$ cat src/rtl/tohost_reporter_pkg.sv
//------------------------------------------------------------------------------
// Module   : tohost_reporter_pkg
// Purpose  : Shared definitions for the tohost end-of-test reporter: default
//            tohost address, verdict and transmitter state encodings, message
//            lengths and the ASCII message byte generator.
// Revision : 1.0 - initial release
//------------------------------------------------------------------------------
`default_nettype none

package tohost_reporter_pkg;

  // Default word address decoded as tohost.
  localparam logic [31:0] c_TOHOST_ADDR_DEFAULT = 32'h0000_1000;

  localparam logic [7:0] c_LF = 8'h0A;

  // Message lengths in bytes, and the index of the last byte of each.
  localparam int unsigned c_LEN_PASS    = 7;   // "passed" LF
  localparam int unsigned c_LEN_FAIL    = 16;  // "failed " + 8 hex digits + LF
  localparam int unsigned c_LEN_TIMEOUT = 8;   // "timeout" LF

  localparam logic [3:0] c_LAST_PASS    = 4'(c_LEN_PASS - 1);
  localparam logic [3:0] c_LAST_FAIL    = 4'(c_LEN_FAIL - 1);
  localparam logic [3:0] c_LAST_TIMEOUT = 4'(c_LEN_TIMEOUT - 1);

  // First byte index of the hex field inside the fail message.
  localparam logic [3:0] c_FAIL_HEX_START = 4'd7;

  typedef enum logic [1:0] {
    ST_IDLE = 2'd0,
    ST_SEND = 2'd1,
    ST_FIN  = 2'd2
  } tx_state_e;

  typedef enum logic [1:0] {
    VERDICT_PASS    = 2'd0,
    VERDICT_FAIL    = 2'd1,
    VERDICT_TIMEOUT = 2'd2
  } verdict_e;

  // Uppercase hex digit for a nibble.
  function automatic logic [7:0] hex_ascii(input logic [3:0] n);
    if (n < 4'd10) begin
      hex_ascii = 8'h30 + {4'h0, n};
    end else begin
      hex_ascii = 8'h37 + {4'h0, n};
    end
  endfunction

  // Index of the last message byte for a verdict.
  function automatic logic [3:0] msg_last(input verdict_e v);
    case (v)
      VERDICT_PASS:    msg_last = c_LAST_PASS;
      VERDICT_FAIL:    msg_last = c_LAST_FAIL;
      VERDICT_TIMEOUT: msg_last = c_LAST_TIMEOUT;
      default:         msg_last = c_LAST_PASS;
    endcase
  endfunction

  // Byte idx of the verdict line. The fail line prints {1'b0,tnum} as eight
  // hex digits, most significant nibble first.
  function automatic logic [7:0] msg_byte(input verdict_e v, input logic [3:0] idx,
                                          input logic [30:0] tnum);
    logic [31:0] word;
    logic [2:0]  digit;
    logic [31:0] shifted;
    word     = {1'b0, tnum};
    digit    = 3'(idx - c_FAIL_HEX_START);
    shifted  = word >> {3'd7 - digit, 2'b00};
    msg_byte = 8'h00;
    case (v)
      VERDICT_PASS: begin
        case (idx)
          4'd0:    msg_byte = "p";
          4'd1:    msg_byte = "a";
          4'd2:    msg_byte = "s";
          4'd3:    msg_byte = "s";
          4'd4:    msg_byte = "e";
          4'd5:    msg_byte = "d";
          default: msg_byte = c_LF;
        endcase
      end
      VERDICT_TIMEOUT: begin
        case (idx)
          4'd0:    msg_byte = "t";
          4'd1:    msg_byte = "i";
          4'd2:    msg_byte = "m";
          4'd3:    msg_byte = "e";
          4'd4:    msg_byte = "o";
          4'd5:    msg_byte = "u";
          4'd6:    msg_byte = "t";
          default: msg_byte = c_LF;
        endcase
      end
      VERDICT_FAIL: begin
        case (idx)
          4'd0:    msg_byte = "f";
          4'd1:    msg_byte = "a";
          4'd2:    msg_byte = "i";
          4'd3:    msg_byte = "l";
          4'd4:    msg_byte = "e";
          4'd5:    msg_byte = "d";
          4'd6:    msg_byte = " ";
          4'd15:   msg_byte = c_LF;
          default: msg_byte = hex_ascii(shifted[3:0]);
        endcase
      end
      default: msg_byte = 8'h00;
    endcase
  endfunction

endpackage : tohost_reporter_pkg

`default_nettype wire

$ cat src/rtl/tohost_reporter_report_byte_tx.sv
//------------------------------------------------------------------------------
// Module   : report_byte_tx
// Purpose  : Streams the ASCII verdict line once, after the verdict latches,
//            over a byte valid/ready port.
// Ports    : clk, rst (async, active-low)
//            done, passed, timeout, test_num - latched verdict from the top
//            tx_valid, tx_data, tx_ready     - byte stream to the sink
// Revision : 1.0 - initial release
//------------------------------------------------------------------------------
`default_nettype none

module report_byte_tx
  import tohost_reporter_pkg::*;
(
  input  logic        clk,
  input  logic        rst,
  input  logic        done,
  input  logic        passed,
  input  logic        timeout,
  input  logic [30:0] test_num,
  output logic        tx_valid,
  output logic [7:0]  tx_data,
  input  logic        tx_ready
);

  tx_state_e  r_state;
  tx_state_e  w_state_nxt;
  logic [3:0] r_idx;
  logic [3:0] w_idx_nxt;
  verdict_e   w_verdict;
  logic [3:0] w_last;

  // The verdict inputs are sticky once done rises, so the message selection
  // and therefore tx_data stay stable for the whole transfer, including while
  // the sink stalls.
  always_comb begin
    if (timeout) begin
      w_verdict = VERDICT_TIMEOUT;
    end else if (passed) begin
      w_verdict = VERDICT_PASS;
    end else begin
      w_verdict = VERDICT_FAIL;
    end
  end

  assign w_last = msg_last(w_verdict);

  always_ff @(posedge clk or negedge rst) begin
    if (!rst) begin
      r_state <= ST_IDLE;
      r_idx   <= 4'd0;
    end else begin
      r_state <= w_state_nxt;
      r_idx   <= w_idx_nxt;
    end
  end

  always_comb begin
    w_state_nxt = r_state;
    w_idx_nxt   = r_idx;
    tx_valid    = 1'b0;
    tx_data     = 8'h00;
    case (r_state)
      ST_IDLE: begin
        if (done) begin
          w_state_nxt = ST_SEND;
          w_idx_nxt   = 4'd0;
        end
      end
      ST_SEND: begin
        tx_valid = 1'b1;
        tx_data  = msg_byte(w_verdict, r_idx, test_num);
        if (tx_ready) begin
          if (r_idx == w_last) begin
            w_state_nxt = ST_FIN;
          end else begin
            w_idx_nxt = r_idx + 4'd1;
          end
        end
      end
      ST_FIN: begin
        // Message already sent; stay silent until reset.
      end
      default: begin
        w_state_nxt = ST_IDLE;
      end
    endcase
  end

endmodule : report_byte_tx

`default_nettype wire

$ cat src/rtl/tohost_reporter.sv
//------------------------------------------------------------------------------
// Module   : tohost_reporter
// Purpose  : End-of-test reporter on the data-memory write port. Snoops word
//            stores to TOHOST_ADDR, latches the first terminal value as a
//            pass/fail verdict (or a timeout), drives sticky status flags and
//            streams an ASCII verdict line over a byte valid/ready port.
// Ports    : clk, rst (async, active-low)
//            wr_en, wr_addr, wr_data, wr_strb - snooped store port
//            done, passed, timeout, test_num  - sticky verdict flags
//            tx_valid, tx_data, tx_ready      - verdict byte stream
// Revision : 1.0 - initial release
//------------------------------------------------------------------------------
`default_nettype none

module tohost_reporter
  import tohost_reporter_pkg::*;
#(
  parameter logic [31:0] TOHOST_ADDR    = c_TOHOST_ADDR_DEFAULT,
  parameter int          TIMEOUT_CYCLES = 5000,
  parameter int          CNT_W          = 16
) (
  input  logic        clk,
  input  logic        rst,
  input  logic        wr_en,
  input  logic [31:0] wr_addr,
  input  logic [31:0] wr_data,
  input  logic [3:0]  wr_strb,
  output logic        done,
  output logic        passed,
  output logic        timeout,
  output logic [30:0] test_num,
  output logic        tx_valid,
  output logic [7:0]  tx_data,
  input  logic        tx_ready
);

  localparam logic [CNT_W-1:0] c_CNT_LAST = CNT_W'(TIMEOUT_CYCLES - 1);

  logic             r_done;
  logic             r_passed;
  logic             r_timeout;
  logic [30:0]      r_test_num;
  logic [CNT_W-1:0] r_cnt;

  logic w_tohost_sel;
  logic w_terminal;
  logic w_cnt_last;

  // Only full-word stores to the tohost word count; an even value is a
  // syscall request and never ends the test.
  assign w_tohost_sel = wr_en && (wr_strb == 4'hF) && (wr_addr == TOHOST_ADDR);
  assign w_terminal   = w_tohost_sel && wr_data[0];
  assign w_cnt_last   = (r_cnt == c_CNT_LAST);

  // The verdict is written only while done is clear, which makes the first
  // verdict final. The terminal store is tested before the timeout so a hit
  // on the last counted cycle still reports pass/fail.
  always_ff @(posedge clk or negedge rst) begin
    if (!rst) begin
      r_done     <= 1'b0;
      r_passed   <= 1'b0;
      r_timeout  <= 1'b0;
      r_test_num <= 31'd0;
      r_cnt      <= '0;
    end else if (!r_done) begin
      if (w_terminal) begin
        r_done     <= 1'b1;
        r_passed   <= (wr_data == 32'h0000_0001);
        r_test_num <= wr_data[31:1];
      end else if (w_cnt_last) begin
        r_done     <= 1'b1;
        r_timeout  <= 1'b1;
      end
      if (r_cnt != {CNT_W{1'b1}}) begin
        r_cnt <= r_cnt + 1'b1;
      end
    end
  end

  assign done     = r_done;
  assign passed   = r_passed;
  assign timeout  = r_timeout;
  assign test_num = r_test_num;

  report_byte_tx u_tx (
    .clk      (clk),
    .rst      (rst),
    .done     (r_done),
    .passed   (r_passed),
    .timeout  (r_timeout),
    .test_num (r_test_num),
    .tx_valid (tx_valid),
    .tx_data  (tx_data),
    .tx_ready (tx_ready)
  );

endmodule : tohost_reporter

`default_nettype wire

$ cat config.mk
export PLATFORM = sky130hd
export DESIGN_NAME = tohost_reporter
export DESIGN_NICKNAME = d
export VERILOG_FILES = /design/src/rtl/tohost_reporter_pkg.sv /design/src/rtl/tohost_reporter_report_byte_tx.sv /design/src/rtl/tohost_reporter.sv
export SDC_FILE = /design/constraint.sdc
export NUM_CORES = 1
export LEC_CHECK = 0
export CAP_MARGIN = 30
export CORE_ASPECT_RATIO = 0.7
export CORE_MARGIN = 10
export CORE_UTILIZATION = 46
export DETAILED_ROUTE_END_ITERATION = 7
export GPL_ROUTABILITY_DRIVEN = 0
export GPL_TIMING_DRIVEN = 0
export PLACE_DENSITY = 0.81
export SLEW_MARGIN = 25
export SYNTH_ARGS = -nofsm -noshare
export SYNTH_HDL_FRONTEND = slang
export SYNTH_SLANG_ARGS = --single-unit
$ cat constraint.sdc
create_clock -name clk -period 4.5 [get_ports clk]
set_input_delay 1.35 -clock clk [delete_from_list [all_inputs] [get_ports clk]]
set_output_delay 1.35 -clock clk [all_outputs]
set_load 0.01 [all_outputs]
**After elaboration in Yosys (flattened, before gate mapping)**

Cells that the tools add are included.

- Add/sub/neg operators: 6
- Multipliers: 0
- Divide/modulo/power cells: 0
- $lt $le $gt $ge: 1
- Equal/unequal tests: 21
- Shift-type cells: 1
- Mux-type cells: 21
- Bitwise gates (word level): 3
- Reduce and logical (&&, ||, !) cells: 14

Operator list:

| cell | count |
|---|---|
| 8-bit one-hot mux with 8 select lines | 1 |
| 7-bit one-hot mux with 6 select lines | 1 |
| 7-bit one-hot mux with 5 select lines | 1 |
| 32-bit by 1-bit equality test with 1-bit output, second input constant | 1 |
| 32-bit by 13-bit equality test with 1-bit output, second input constant | 1 |
| 31-bit by 5-bit right shift with 4-bit output | 1 |
| 8-bit one-hot mux with 3 select lines | 1 |
| 16-bit by 1-bit adder with 16-bit output, second input constant | 1 |
| 16-bit by 13-bit equality test with 1-bit output, second input constant | 1 |
| 8-bit two-way mux | 2 |
| 16-bit inequality test, second input constant | 1 |
| 4-bit one-hot mux with 2 select lines | 2 |
| 6-bit by 4-bit adder with 7-bit output, first input constant | 2 |
| 4-bit by 3-bit equality test with 1-bit output, second input constant | 3 |
| 4-bit two-way mux | 3 |
| 4-bit by 2-bit equality test with 1-bit output, second input constant | 2 |
| 4-bit equality test, second input constant | 2 |
| 2-bit two-way mux | 4 |
| 4-bit AND reduction | 2 |
| 2-bit inequality test, second input constant | 3 |
| 2-bit one-hot mux with 3 select lines | 1 |
| 1-bit two-way mux | 5 |
| 4-bit by 1-bit adder with 4-bit output, second input constant | 1 |
| 2-bit by 1-bit equality test with 1-bit output, second input constant | 2 |
| 15 further kinds | 23 |

- Register bits after elaboration: 56
- Latch bits: 0
- RAM bits: 0
- Memory bits (read-only): 0
- Input bits: 72
- Output and inout port bits: 43
- Word-level logic and storage cells: 74
- Memories: 0

**Logic depth before layout (Yosys ltp)**

- Depth after elaboration: 8
- Mapped depth: 13
- Mapped depth without buffers: 9

**Modules after synthesis**

Synthesis repeated with hierarchy kept, for this count alone.

- Cells, all modules: 330
- Area, all modules: 3,612.2 µm²

Modules (own cells, without submodules):

| module | times used | cells each | area each (µm²) | sequential area each (µm²) |
|---|---|---|---|---|
| tohost_reporter | 1 | 173 | 2,376.0 | 1,251.2 |
| report_byte_tx | 1 | 157 | 1,236.2 | 150.1 |

**Least setup slack after synthesis**

OpenSTA, ideal clock, no wires.

- Path type: reg-to-output
- Start: register u_tx.r_idx[0]
- End: output port tx_data[1]
- Data arrival time: 2.817 ns
- Required time: 3.150 ns
- Setup slack: 0.333 ns
- Cell stages (with the launch flop): 12
- Buffers on the path: 4
- Path through: dfrtp_1 -> buf_6 -> buf_6 -> inv_1 -> ha_1 -> clkbuf_1 -> buf_2 -> mux4_2 -> mux2i_1 -> ha_1 -> a211o_1 -> a211oi_2

- Longest elaborated chain between the ends: 8
- Elaborated cells between the ends (all ways): 22
- Classes of those cells: add/sub: 4; order compare: 1; eq/ne: 7; shift: 1; mux: 6; reduce/logical: 3

RTL lines:

| what | line | RTL |
|---|---|---|
| start: declaration | tohost_reporter_report_byte_tx.sv:28 | `logic [3:0] r_idx;` |
| start signal: assignment | tohost_reporter_report_byte_tx.sv:54 | `r_idx <= w_idx_nxt;` |
| 3-bit subtractor | tohost_reporter_pkg.sv:68 | `digit = 3'(idx - c_FAIL_HEX_START);` |
| 3-bit subtractor | tohost_reporter_pkg.sv:69 | `shifted = word >> {3'd7 - digit, 2'b00};` |
| 31-bit by 5-bit right shift with 4-bit output | tohost_reporter_pkg.sv:69 |  |
| 6-bit by 4-bit adder with 7-bit output (tied with other cells) | tohost_reporter_pkg.sv:46 | `hex_ascii = 8'h37 + {4'h0, n};` |
| 8-bit two-way mux | tohost_reporter_pkg.sv:43 | `if (n < 4'd10) begin` |
| 8-bit one-hot mux with 8 select lines | tohost_reporter_pkg.sv:96 | `case (idx)` |
| 8-bit one-hot mux with 3 select lines * | tohost_reporter_pkg.sv:71 | `case (v)` |
| 8-bit two-way mux * | tohost_reporter_report_byte_tx.sv:63 | `case (r_state)` |
| end: declaration | tohost_reporter.sv:33 | `output logic [7:0] tx_data,` |

Every way passes the cells marked *; elsewhere a longest branch is shown, timed or not.

**Worst setup path in the final report**

- Start: register u_tx.r_idx[0]
- End: output port tx_data[0]

The elaborated chain is that of the path after synthesis.

==> impl_metrics.csv <==
group,metric,value,unit
run_status,outcome,"complete, no violations",
yosys,synthCells,324,
placement,hpwl,8670,um
yosys,synth_top_family_by_area,"simple AND/OR/NAND/NOR gates",
clock_network,path_clk_slew,110,ps
global_route,use_met2,30.5,%
layout,final_nets,535,
global_route,grt_util_all_layers,19.5,%
yosys,synth_xor_area_share,4.59,%
hold_path,worstHoldPathCells,1,
drt,wl,11100,um
global_route,grt_pass1_wl,17800,um
worst_setup_path,end_kind,"output port",
placement,placement.cell_area,0.00466,mm2
clock_network,cts_inserted_buffers,5,
worst_setup_path,crit_arrival,3080,ps
sta,slew_violations,0,
drt,num_vias,3277,
power_and_ir_drop,p_leak,2.08,nW
drt,dr.pass1.iters,4,
layout,final_area,0.00494,mm2
die,die_x,123,um
die,io_pins,115,
global_route,grt_use_met3,6.31,%
die,dieArea,0.0113,mm2
sta,fmax,0.226,GHz
power_and_ir_drop,power_density,329,mW/mm2
layout,n_antenna_cell,0,
hold_path,hp-start,"r_cnt[8]",
worst_setup_path,reg2reg_setup_slack,2360,ps
yosys,synth-adder-area-share,2.21,%
worst_setup_path,cp_top_family,"buffers and inverters",
die,core,0.00725,mm2
global_route,grt_max_degree,57,
hold_path,hold_path_end,"r_cnt[8]",
drt,drt_iter0_markers,414,
die,initial_core_util,46.9,%
worst_setup_path,criticalPathCategory,"register to output port",
global_route,antenna_found_initial,0,
drt,drcViolationCount,0,
sta,setup_violations,0,
layout,fin_util,68.1,%
yosys,synthArstFlopShare,100,%
sta,fin_worst_skew,12.3,ps
global_route,busiest_layer,"met2",
yosys,synth_edf_count,0,
global_route,grt-ovfl-total,0,
drt,avgViaCountPerCell,5.89,
sta,finalCritPeriodShare,98.4,%
clock_network,hold_buffers,0,
worst_setup_path,crit_slowest_cell,"dfrtp_1",
yosys,avgSynthCellArea,10.5,um2
yosys,synthSimpleGateAreaFrac,18.3,%
sta,whs,509,ps
worst_setup_path,slowest_delay,400,ps
worst_setup_path,startpoint_type,"register",
clock_network,cts_tree,"done",
yosys,synth_area,0.00340,mm2
global_route,first_global_vias,3416,
layout,drive_above_1_share,19.7,%
hold_path,hold_class,"register to register",
clock_network,ctsHtreeMaxLevel,2,
yosys,ys_top_cells_by_area,"dfrtp_1, mux2_2, mux4_2",
worst_setup_path,critPathBufInv,5,
yosys,synth-compound-area-share,12.3,%
yosys,synth_top_area_share,41.2,%
clock_network,clock_latency,320,ps
die,core.rowCount,26,
power_and_ir_drop,ir_drop,193,uV
sta,final.min_clock_period,4430,ps
sta,rsz0062_at_grt,"false",
worst_setup_path,worstReg2RegStart,"done",
worst_setup_path,path_cells,"buf_8 > clkinvlp_4 > ha_4 > buf_4 > buf_4 > mux4_2 > mux2_4 > a21boi_4 > or3_1 > o311ai_1 > buf_2",
yosys,synthesis.nets,402,
yosys,yosys.area.top_type,"dfrtp_1",
die,die_height,92.0,um
worst_setup_path,cp.required,3150,ps
clock_network,cts_root_buf,"clkbuf_8",
worst_setup_path,r2r-end,"test_num[12]",
layout,area_growth,45.1,%
sta,max_slew_margin,51.1,%
yosys,ys.flop_type,"dfrtp_1",
yosys,synthMuxAreaShare,17.8,%
placement,port_buffers,113,
drt,wl_per_cell,20.0,um
yosys,synth_seq_cells,56,
worst_setup_path,critPathMostFrequentCell,"buf_4",
sta,tns,0,ps
worst_setup_path,worst-path-max-fanout,14,
clock_network,clkSinkCount,56,
clock_network,clockBufferDepth,2,
global_route,use_met1,25.7,%
yosys,yosys_warnings,0,
run,maxCapViolCount,0,
sta,worst_slew_pin_slew,727,ps
sta,finalHoldViolCount,0,
worst_setup_path,reg2regPathDepth,4,
yosys,yosysSeqAreaShare,41.2,%
drt,ant_nets,0,
yosys,synth.distinct_cells,55,
through the flow:
step	worst slack, ps	cells	power (mW)
floorplan	333	324	0.938
global placement	-691	535	1.16
detailed placement	-741	535	1.18
CTS	2.72	551	1.57
global route	1.85	556	1.70
finish	73.5	556	1.62
what timing repair did:
action / in CTS / in global routing
gates cloned: 0 / 0
gates resized for setup: 29 / 9
setup buffers: 9 / 6
endpoints found under the setup margin: 7 / 7
hold endpoints to repair: 0 / 0
pin swaps: 2 / 3
state kept, by name (all words and copies together) (netlist names):
name,cells
u_tx.r_idx,4
r_cnt,16
test_num,31
done,1
timeout,1
passed,1
u_tx.r_state,2
cell usage in the layout, fill, tap and decap left out, types with 3 or more instances in the layout:
| cell type | count |
|---|---|
| clkbuf_8 | 5 |
| o21ai_0 | 10 |
| mux2_2 | 34 |
| nor3_1 | 11 |
| a211oi_1 | 5 |
| inv_1 | 5 |
| buf_2 | 7 |
| nor2_1 | 15 |
| buf_4 | 16 |
| ha_1 | 4 |
| nor3b_1 | 4 |
| nor4_1 | 18 |
| nand2_1 | 17 |
| xor2_1 | 3 |
| xnor2_1 | 13 |
| nand3_1 | 15 |
| nand4_1 | 11 |
| mux4_2 | 7 |
| clkdlybuf4s50_1 | 105 |
| nand2b_1 | 6 |
| and2_1 | 4 |
| a21oi_1 | 9 |
| a31oi_1 | 5 |
| o22ai_1 | 3 |
| a21o_1 | 6 |
| dfrtp_1 | 56 |
| clkbuf_1 | 9 |
layout make-up:
type | instances | area [um2]
repair buffers | 128 | 1240
inverters | 6 | 26.3
clock buffers | 6 | 72.6
flip-flops and latches | 56 | 1400
clock inverters | 2 | 38.8
fillers | 558 | 2310
multi-input cells | 244 | 1950
well taps | 98 | 123
plain buffers | 16 | 92.6
worst reg2reg max path: stages (launching register included):
cell,delay (ps)
dfrtp_1,400
clkbuf_1,220
nor4_2,630
buf_2,400
mux2_2,380
routing by layer:
metal	up-vias	wire length, um
met5	-	0
met4	0	134
met3	14	1190
met2	157	5140
met1	1619	4650
li1	1487	-
cell usage after synthesis (4+ instances only):
library cell  number
clkbuf_1           9
o21ai_0           11
mux2i_1            4
nand3_1           15
mux2_2            34
nor3_1            12
dfrtp_1           56
nand4_1           11
nor4_1            18
nor2_1            16
a211oi_1           5
nand2_1           17
a31oi_1            5
buf_2              6
a21o_1             6
and2_1             4
ha_1               6
mux4_2             7
inv_1              6
xnor2_1           13
nand2b_1           6
a21oi_1            9
nor3b_1            4
power by group:
part	internal [mW]	switching (mW)	total, mW
clock	0.168	0.171	0.339
sequential	0.516	0.00932	0.526
combinational	0.366	0.394	0.760
total	1.05	0.574	1.62
how the worst max path moves through the flow:
stage,depth (start not counted),slack (ps),endpoint,from
after floorplan,11,330,tx_data[1],u_tx.r_idx[0]
after global placement,12,-690,tx_data[1],u_tx.r_idx[0]
after detailed placement,12,-740,tx_data[1],u_tx.r_idx[0]
after CTS,11,3,tx_data[1],u_tx.r_idx[0]
after global routing,11,2,tx_data[0],u_tx.r_idx[0]
final,11,70,tx_data[0],u_tx.r_idx[0]
cell families after synthesis:
group | count (synthesis)
buffers and inverters | 24
AOI/OAI and AO/OA | 59
muxes | 47
adders and majority gates | 6
xor gates and xnor gates | 17
other | 1
and+or+nand+nor | 114
DFF | 56
Power figures use the tool's default switching activity.
